**config.mk**
```make
export PLATFORM = sky130hd
export DESIGN_NAME = cmos_capture_ctrl
export DESIGN_NICKNAME = d
export VERILOG_FILES = /design/src/rtl/cmos_capture_ctrl.sv
export SDC_FILE = /design/constraint.sdc
export NUM_CORES = 1
export LEC_CHECK = 0
export ABC_CLOCK_PERIOD_IN_PS = 5500
export CAP_MARGIN = 5
export CORE_MARGIN = 8
export CORE_UTILIZATION = 59
export CTS_BUF_LIST = sky130_fd_sc_hd__clkbuf_2
export CTS_CLUSTER_DIAMETER = 60
export CTS_CLUSTER_SIZE = 40
export DETAILED_ROUTE_END_ITERATION = 10
export PLACE_DENSITY = 0.87
export SLEW_MARGIN = 10
export SYNTH_ARGS = -nofsm -noshare
export SYNTH_HDL_FRONTEND = slang
export SYNTH_SLANG_ARGS = --single-unit
```
**constraint.sdc**
```tcl
create_clock -name pclk -period 5.5 [get_ports pclk]
set_input_delay 0.55 -clock pclk [delete_from_list [all_inputs] [get_ports pclk]]
set_output_delay 0.55 -clock pclk [all_outputs]
set_load 0.02 [all_outputs]
```
**src/rtl/cmos_capture_ctrl.sv**
```systemverilog
// cmos_capture_ctrl: frame-capture sequencer between the camera pixel converter and the
// frame-buffer write port. Arms on cap_en_i, aligns to the VS rising edge, writes RGB565
// pixels into one of two ping-pong buffers, checks line/frame geometry and swaps buffers on
// good frames unless the display reader holds the target buffer.
// Ports:
//   pclk, rst                 clock, synchronous active-high reset
//   cap_en_i, single_shot_i   software control
//   vs_i, de_i, pix_vld_i     converter timing; pdata_i pixel data
//   rd_busy_i, rd_buf_i       display reader lock
//   wr_en_o/wr_addr_o/wr_data_o  registered frame-buffer write port (1-cycle latency)
//   buf_sel_o, last_buf_o     active and last completed buffer
//   frame_done_o, frame_err_o one-cycle pulses; line_err_o sticky; busy_o state != IDLE
module cmos_capture_ctrl #(
  parameter int unsigned H_ACTIVE = 1024,
  parameter int unsigned V_ACTIVE = 768,
  parameter int unsigned ADDR_W   = 21,
  parameter int unsigned BASE0    = 0,
  parameter int unsigned BASE1    = 786432
) (
  input  logic              pclk,
  input  logic              rst,
  input  logic              cap_en_i,
  input  logic              single_shot_i,
  input  logic              vs_i,
  input  logic              de_i,
  input  logic              pix_vld_i,
  input  logic [15:0]       pdata_i,
  input  logic              rd_busy_i,
  input  logic              rd_buf_i,
  output logic              wr_en_o,
  output logic [ADDR_W-1:0] wr_addr_o,
  output logic [15:0]       wr_data_o,
  output logic              buf_sel_o,
  output logic              last_buf_o,
  output logic              frame_done_o,
  output logic              frame_err_o,
  output logic              line_err_o,
  output logic              busy_o
);

  localparam int unsigned PixW  = $clog2(H_ACTIVE + 1);
  localparam int unsigned LineW = $clog2(V_ACTIVE + 1);
  localparam logic [PixW-1:0]   HMax  = PixW'(H_ACTIVE);
  localparam logic [LineW-1:0]  VLast = LineW'(V_ACTIVE - 1);
  localparam logic [ADDR_W-1:0] Base0 = ADDR_W'(BASE0);
  localparam logic [ADDR_W-1:0] Base1 = ADDR_W'(BASE1);

  typedef enum logic [1:0] {StIdle, StArm, StCapture, StDone} state_e;

  state_e              state_q, state_d;
  logic                vs_q, de_q;
  logic [PixW-1:0]     pix_cnt_q, pix_cnt_d;
  logic [LineW-1:0]    line_cnt_q, line_cnt_d;
  logic [ADDR_W-1:0]   offset_q, offset_d;
  logic                buf_sel_q, buf_sel_d;
  logic                last_buf_q, last_buf_d;
  logic                line_err_q, line_err_d;
  logic                long_chk_q, long_chk_d;   // in ARM right after DONE, no extra line yet
  logic                shot_hold_q, shot_hold_d; // single shot done; wait for cap_en_i low
  logic                wr_en_q, wr_en_d;
  logic [ADDR_W-1:0]   wr_addr_q, wr_addr_d;
  logic [15:0]         wr_data_q, wr_data_d;
  logic                frame_done_q, frame_done_d;
  logic                frame_err_q, frame_err_d;

  logic vs_rise, de_fall;
  assign vs_rise = vs_i & ~vs_q;
  assign de_fall = de_q & ~de_i;

  always_comb begin
    state_d      = state_q;
    pix_cnt_d    = pix_cnt_q;
    line_cnt_d   = line_cnt_q;
    offset_d     = offset_q;
    buf_sel_d    = buf_sel_q;
    last_buf_d   = last_buf_q;
    line_err_d   = line_err_q;
    long_chk_d   = long_chk_q;
    shot_hold_d  = shot_hold_q & cap_en_i;
    wr_en_d      = 1'b0;
    wr_addr_d    = wr_addr_q;
    wr_data_d    = wr_data_q;
    frame_done_d = 1'b0;
    frame_err_d  = 1'b0;

    unique case (state_q)
      StIdle: begin
        if (cap_en_i && !shot_hold_q) begin
          state_d    = StArm;
          long_chk_d = 1'b0;
        end
      end
      StArm: begin
        // A line ending before the next VS means the previous frame ran long.
        if (long_chk_q && de_fall) begin
          frame_err_d = 1'b1;
          long_chk_d  = 1'b0;
        end
        if (!cap_en_i) begin
          state_d    = StIdle;
          long_chk_d = 1'b0;
        end else if (vs_rise) begin
          state_d    = StCapture;
          pix_cnt_d  = '0;
          line_cnt_d = '0;
          offset_d   = '0;
          line_err_d = 1'b0;
          long_chk_d = 1'b0;
        end
      end
      StCapture: begin
        if (pix_vld_i && de_i) begin
          if (pix_cnt_q < HMax) begin
            wr_en_d   = 1'b1;
            wr_addr_d = (buf_sel_q ? Base1 : Base0) + offset_q;
            wr_data_d = pdata_i;
            offset_d  = offset_q + 1'b1;
            pix_cnt_d = pix_cnt_q + 1'b1;
          end else begin
            line_err_d = 1'b1;
          end
        end
        if (de_fall) begin
          if (pix_cnt_q != HMax) line_err_d = 1'b1;
          pix_cnt_d  = '0;
          line_cnt_d = line_cnt_q + 1'b1;
          if (line_cnt_q == VLast) state_d = StDone;
        end
        // Short frame: restart the same buffer. Ignored if de_fall just completed the frame.
        if (vs_rise && (state_d != StDone)) begin
          frame_err_d = 1'b1;
          pix_cnt_d   = '0;
          line_cnt_d  = '0;
          offset_d    = '0;
        end
      end
      StDone: begin
        frame_done_d = 1'b1;
        last_buf_d   = buf_sel_q;
        // Reader lock: keep overwriting the current buffer if the reader owns the other.
        if (!(rd_busy_i && (rd_buf_i == ~buf_sel_q))) buf_sel_d = ~buf_sel_q;
        if (single_shot_i || !cap_en_i) begin
          state_d     = StIdle;
          shot_hold_d = single_shot_i & cap_en_i;
        end else begin
          state_d    = StArm;
          long_chk_d = 1'b1;
        end
      end
      default: state_d = StIdle;
    endcase
  end

  always_ff @(posedge pclk) begin
    if (rst) begin
      state_q      <= StIdle;
      vs_q         <= 1'b0;
      de_q         <= 1'b0;
      pix_cnt_q    <= '0;
      line_cnt_q   <= '0;
      offset_q     <= '0;
      buf_sel_q    <= 1'b0;
      last_buf_q   <= 1'b0;
      line_err_q   <= 1'b0;
      long_chk_q   <= 1'b0;
      shot_hold_q  <= 1'b0;
      wr_en_q      <= 1'b0;
      wr_addr_q    <= '0;
      wr_data_q    <= '0;
      frame_done_q <= 1'b0;
      frame_err_q  <= 1'b0;
    end else begin
      state_q      <= state_d;
      vs_q         <= vs_i;
      de_q         <= de_i;
      pix_cnt_q    <= pix_cnt_d;
      line_cnt_q   <= line_cnt_d;
      offset_q     <= offset_d;
      buf_sel_q    <= buf_sel_d;
      last_buf_q   <= last_buf_d;
      line_err_q   <= line_err_d;
      long_chk_q   <= long_chk_d;
      shot_hold_q  <= shot_hold_d;
      wr_en_q      <= wr_en_d;
      wr_addr_q    <= wr_addr_d;
      wr_data_q    <= wr_data_d;
      frame_done_q <= frame_done_d;
      frame_err_q  <= frame_err_d;
    end
  end

  assign wr_en_o      = wr_en_q;
  assign wr_addr_o    = wr_addr_q;
  assign wr_data_o    = wr_data_q;
  assign buf_sel_o    = buf_sel_q;
  assign last_buf_o   = last_buf_q;
  assign frame_done_o = frame_done_q;
  assign frame_err_o  = frame_err_q;
  assign line_err_o   = line_err_q;
  assign busy_o       = (state_q != StIdle);

endmodule

```
# [Word level (Yosys, flattened, before mapping)]
# Cells that the tools add are included.
[classes] add_sub_neg=4 multipliers=0 div=0 order_cmp=1 n_eq_ne=18 shift=0 n_mux=47 bitwise_logic=10 n_reduce_logical=21
[ops] cell="$mux W21" count=5
[ops] cell="$mux W11" count=6
[ops] cell="$pmux W21 S2" count=1
[ops] cell="$mux W10" count=4
[ops] cell="$pmux W11 S2" count=1
[ops] cell="$add A20 B21 Y21" count=1
[ops] cell="$add A21 B1 Y21 const B" count=1
[ops] cell="$mux W20" count=1
[ops] cell="$pmux W10 S2" count=1
[ops] cell="$mux W1" count=18
[ops] cell="$mux W2" count=6
[ops] cell="$ne A3 B3 Y1 const B" count=4
[ops] cell="$ne A4 B4 Y1 const B" count=3
[ops] cell="$add A11 B1 Y11 const B" count=1
[ops] cell="$lt A11 B11 Y1 const B" count=1
[ops] cell="$ne A11 B11 Y1 const B" count=1
[ops] cell="$add A10 B1 Y10 const B" count=1
[ops] cell="$eq A10 B10 Y1 const B" count=1
[ops] cell="$ne A2 B2 Y1 const B" count=5
[ops] cell="$reduce_and A5 Y1" count=2
[ops] cell="$pmux W2 S4" count=1
[ops] cell="$reduce_and A4 Y1" count=2
[ops] cell="$not A1 Y1" count=6
[ops] cell="$reduce_and A3 Y1" count=2
[ops] cell="14 further kinds" count=26
[word_totals] ff_bits=91 latch_bits=0 ram_bits=0 romBits=0 in_bits=25 out_inout_bits=44 wordCells=117 mem_count=0

# [Longest topological paths before layout]
[logic_depth] word_depth=8 mapped_depth=9 mapped_depth_nobuf=7

# [Least setup slack after synthesis]
# OpenSTA, ideal clock, no wires.
[synth_path] path_type="reg-to-reg" from="register line_cnt_q[0]" to="register offset_q[13]" setup_ns=0.070 arrival_time_ns=1.954 t_required_ns=5.430 slack_ns=3.476 stages_incl_launch_ff=9 n_path_buf=2 synth_period_minus_slack_ns=2.024 path_cell_list="dfxtp_1 -> ha_1 -> and3_1 -> clkbuf_1 -> a211oi_2 -> o21ai_2 -> buf_6 -> or4_1 -> a21oi_1"
[synth_between] elab_chain_len=8 elab_cells_between_ends=11 classes_between="eq/ne (4); mux (5); reduce/logical (2)"
[synth_rtl] item="start: declaration" line="53" source="logic [LineW-1:0] line_cnt_q, line_cnt_d;"
[synth_rtl] item="start signal: assignment" line="177" source="line_cnt_q <= line_cnt_d;"
[synth_rtl] item="$eq A10 B10 Y1 (*)" line="127" source="if (line_cnt_q == VLast) state_d = StDone;"
[synth_rtl] item="$mux W2 (*)" line="127"
[synth_rtl] item="$mux W2 (*)" line="123" source="if (de_fall) begin"
[synth_rtl] item="$mux W2 (*)" line="86" source="unique case (state_q)"
[synth_rtl] item="$ne A2 B2 Y1 (*)" line="130" source="if (vs_rise && (state_d != StDone)) begin"
[synth_rtl] item="$logic_and A1 B1 Y1 (*)" line="130"
[synth_rtl] item="$ne A3 B3 Y1 (no line) or $mux W21 (tied branches)"
[synth_rtl] item="$reduce_and A5 Y1 (no line) or $pmux W21 S2 (tied branches)"
[synth_rtl] item="end signal: assignment" line="178" source="offset_q <= offset_d;"
[synth_rtl] item="end: declaration" line="54" source="logic [ADDR_W-1:0] offset_q, offset_d;"
# Every way passes the cells marked *; elsewhere a longest branch is shown, timed or not. The select of a mux whose other input is x is not followed.
# A chain may end at the register's enable or synchronous reset.

# [Final worst setup path]
[layout_path] from="register state_q[0]" to="output port busy_o"
[layout_between] elab_chain_len=1
[layout_rtl] item="start: declaration" line="50" source="state_e state_q, state_d;"
[layout_rtl] item="start signal: assignment" line="156" source="state_q <= StIdle;"
[layout_rtl] item="start signal: assignment" line="173" source="state_q <= state_d;"
[layout_rtl] item="$reduce_bool A2 Y1" line="200" source="assign busy_o = (state_q != StIdle);"
[layout_rtl] item="end: declaration" line="38" source="output logic busy_o"
# No other way between the ends.

==> impl_metrics.toml <==
[pwr]
powerDensity_nw_per_um2 = 227
total_power_mw = 1.12
p_leak_nw = 1.60
ir_worst_vdd_mv = 0.143

[synthesis]
async_flop_share_pct = 0
ys_ff_latch = 91
syn_area_per_cell_um2 = 8.29
ys_types = 56
yosysSeqAreaShare_pct = 44.2
syn_nets = 532
synthFlopType = "dfxtp_1"
netlist_instances = 497
yosysWarningCount = 0
synth_edf_count = 0
synth_area_um2 = 4120

[timing]
fmax_mhz = 388
tightest_slew_ns = 1.04
fin_tns_setup_ns = 0
maxSlewViolCount = 0
setup_violations = 0
finalCritPeriodShare_pct = 46.8
setup_slack_ns = 2.93
rsz0062_at_grt = "no"
hold_viol = 0
holdWs_ns = 0.470
fin_crit_ns = 2.57
finalClockSkew_ns = 0.0316
relSlewSlack_pct = 30.9

[final_layout]
finish.instance_area_um2 = 4920
antennaDiodeCount = 0
fin_nets = 588
final_cells = 654
utilization_pct = 72.5
layout_common_cells = "nand2_1, dfxtp_1, clkdlybuf4s50_1, a21oi_1, nor2_1"
area_growth_pct = 19.5
layout-drive-gt1-share_pct = 5.38
mostFrequentLayoutCell = "nand2_1"
fillers = 543

[worst_setup_path]
rr_worst_depth = 7
r2r_start = "state_q[0]$_SDFFE_PP0P_"
rrSetupSlack_ns = 3.12
r2r_end = "pix_cnt_q[3]$_SDFFE_PP0P_"
path_max_fanout = 4
worstSetupEndpoint = "busy_o"
cp.arrival_ns = 2.02
crit_required_ns = 4.95
worstSetupStartpointType = "flop"
critPathKind = "flop to primary output"
worstSetupStartpoint = "state_q[0]$_SDFFE_PP0P_"
endpoint_kind = "primary output"

[global_routing]
grt_use_total_pct = 19.4
antenna_found_initial = 0
overflow = 0
grt_max_degree = 57
grt_pass1_vias = 3475
grt_pass1_wl_um = 16000

[place]
dpl_worst_slack_ns = 2.37
placed_cells = 638
io_buffer_count = 68
gp_congestion = 0.878
hpwl_um = 6870
dpl_cell_area_um2 = 4830

[route]
wl_um = 9660
drt_iter0_drc = 235
antenna_left = 0
wl_per_cell_um = 14.8
firstDrtPassIters = 6
num_vias = 3771
viasPerCell = 5.77
drc = 0

[clock_tree]
cts_tree = "built"
cts_buffer_depth = 2
cts.clk_slew.worst_paths_ns = 0.25
cts_hold_buffers = 0
h-tree-depth = 3
numClockSinks = 91
numCtsBuffers = 9
post_cts_buffers = 0
ctsResizeCount = 0
cts.root.buffer_cell = "clkbuf_2"
clkLatencyLatePin_ns = 0.53

[floorplanning]
fp.coreArea_um2 = 6790
start_util_pct = 60.6
dieArea_um2 = 9910
num_rows = 30
die_x_um = 99.6
boundaryPins = 69
die-height_um = 99.6

[job]
drv_cap = 0

[run_status]
status = "completed"

[hold_path]
hp-class = "flop to flop"
min_path_cells = 2
-- logic make-up (layout without fill, tap and decap cells) --
logic type      after synthesis  after routing  synth area share, %
buf+inv                      42            103                 4.16
compound gates              117            117                 18.3
xor+xnor                     18             18                 3.83
flops                        91             91                 44.2
fa+ha+maj                    10             10                 3.22
mux                           4              4                0.972
simple gates                215            215                 25.4
-- sequential cells by signal, summed over array words and instances, names as in the netlist --
name	count
long_chk_q	1
line_cnt_q	10
frame_done_o	1
buf_sel_o	1
de_q	1
last_buf_o	1
wr_en_o	1
wr_addr_o	21
frame_err_o	1
wr_data_o	16
line_err_o	1
vs_q	1
shot_hold_q	1
offset_q	21
pix_cnt_q	11
state_q	2
-- how the worst min path moves through the flow --
stage | from | to
6_report | wr_addr_o[13]$_SDFFE_PP0P_ | wr_addr_o[13]$_SDFFE_PP0P_
5_1_grt | pdata_i[5] | wr_data_o[5]$_SDFFE_PP0P_
4_1_cts | wr_data_o[12]$_SDFFE_PP0P_ | wr_data_o[12]$_SDFFE_PP0P_
3_5_place_dp | wr_data_o[12]$_SDFFE_PP0P_ | wr_data_o[12]$_SDFFE_PP0P_
3_3_place_gp | wr_addr_o[20]$_SDFFE_PP0P_ | wr_addr_o[20]$_SDFFE_PP0P_
2_1_floorplan | offset_q[13]$_SDFFE_PP0P_ | wr_addr_o[13]$_SDFFE_PP0P_
-- power breakdown --
group,switching (mW),leakage [nW],internal (mW),total (mW)
registers,0.00826,0.734,0.671,0.679
logic,0.0984,0.807,0.0543,0.153
clock network,0.226,0.0567,0.0621,0.288
total,0.332,1.60,0.787,1.12
-- cells in the mapped netlist, drive strengths merged, types with 2 or more instances --
library cell / count / share of area, %
inv: 17 / 1.5
buf: 8 / 1.1
mux2i: 4 / 0.97
a311oi: 2 / 0.43
or3: 6 / 0.91
nand2b: 3 / 0.46
or4: 13 / 2.4
o21ai: 10 / 1.3
nand2: 95 / 8.7
nor2: 33 / 3.0
clkbuf: 17 / 1.5
and4: 4 / 0.85
a211oi: 5 / 1.3
ha: 9 / 2.7
nand3b: 2 / 0.46
nand3: 16 / 1.9
nor2b: 5 / 0.76
nand4: 14 / 2.1
a31oi: 4 / 0.61
xor2: 15 / 3.2
a21oi: 64 / 7.8
xnor2: 3 / 0.64
o2111ai: 2 / 0.43
or2: 2 / 0.30
nor3: 5 / 0.61
and3: 10 / 1.5
a41oi: 2 / 0.43
o31ai: 15 / 2.7
nor4: 3 / 0.46
dfxtp: 91 / 44
o211ai: 2 / 0.49
-- worst max-delay path, stage by stage, from the launching register on --
cell	delay, ns
dfxtp_1	0.43
inv_1	0.10
ha_1	0.25
inv_1	0.11
clkdlybuf4s50_1	0.61
-- layout make-up --
class | instances | area, um2 | area share (%)
Clock inverter | 7 | 50.0 | 1.02
Timing Repair Buffer | 70 | 691 | 14.0
Sequential cell | 91 | 1820 | 37.0
Tap cell | 96 | 120 | 2.44
Inverter | 17 | 63.8 | 1.30
Clock buffer | 9 | 45.0 | 0.915
Multi-Input combinational cell | 364 | 2130 | 43.3
-- layer usage --
metal,track usage [%],wire [um],vias to the layer above,part of all wire (%)
met3,4.26,603,14,6.2
met1,23.3,4270,1747,44
met4,7.22,95,0,0.98
li1,-,-,1878,-
met5,0,0,-,0
met2,33.1,4690,132,49
No activity file was read; power rests on OpenSTA's default activity.
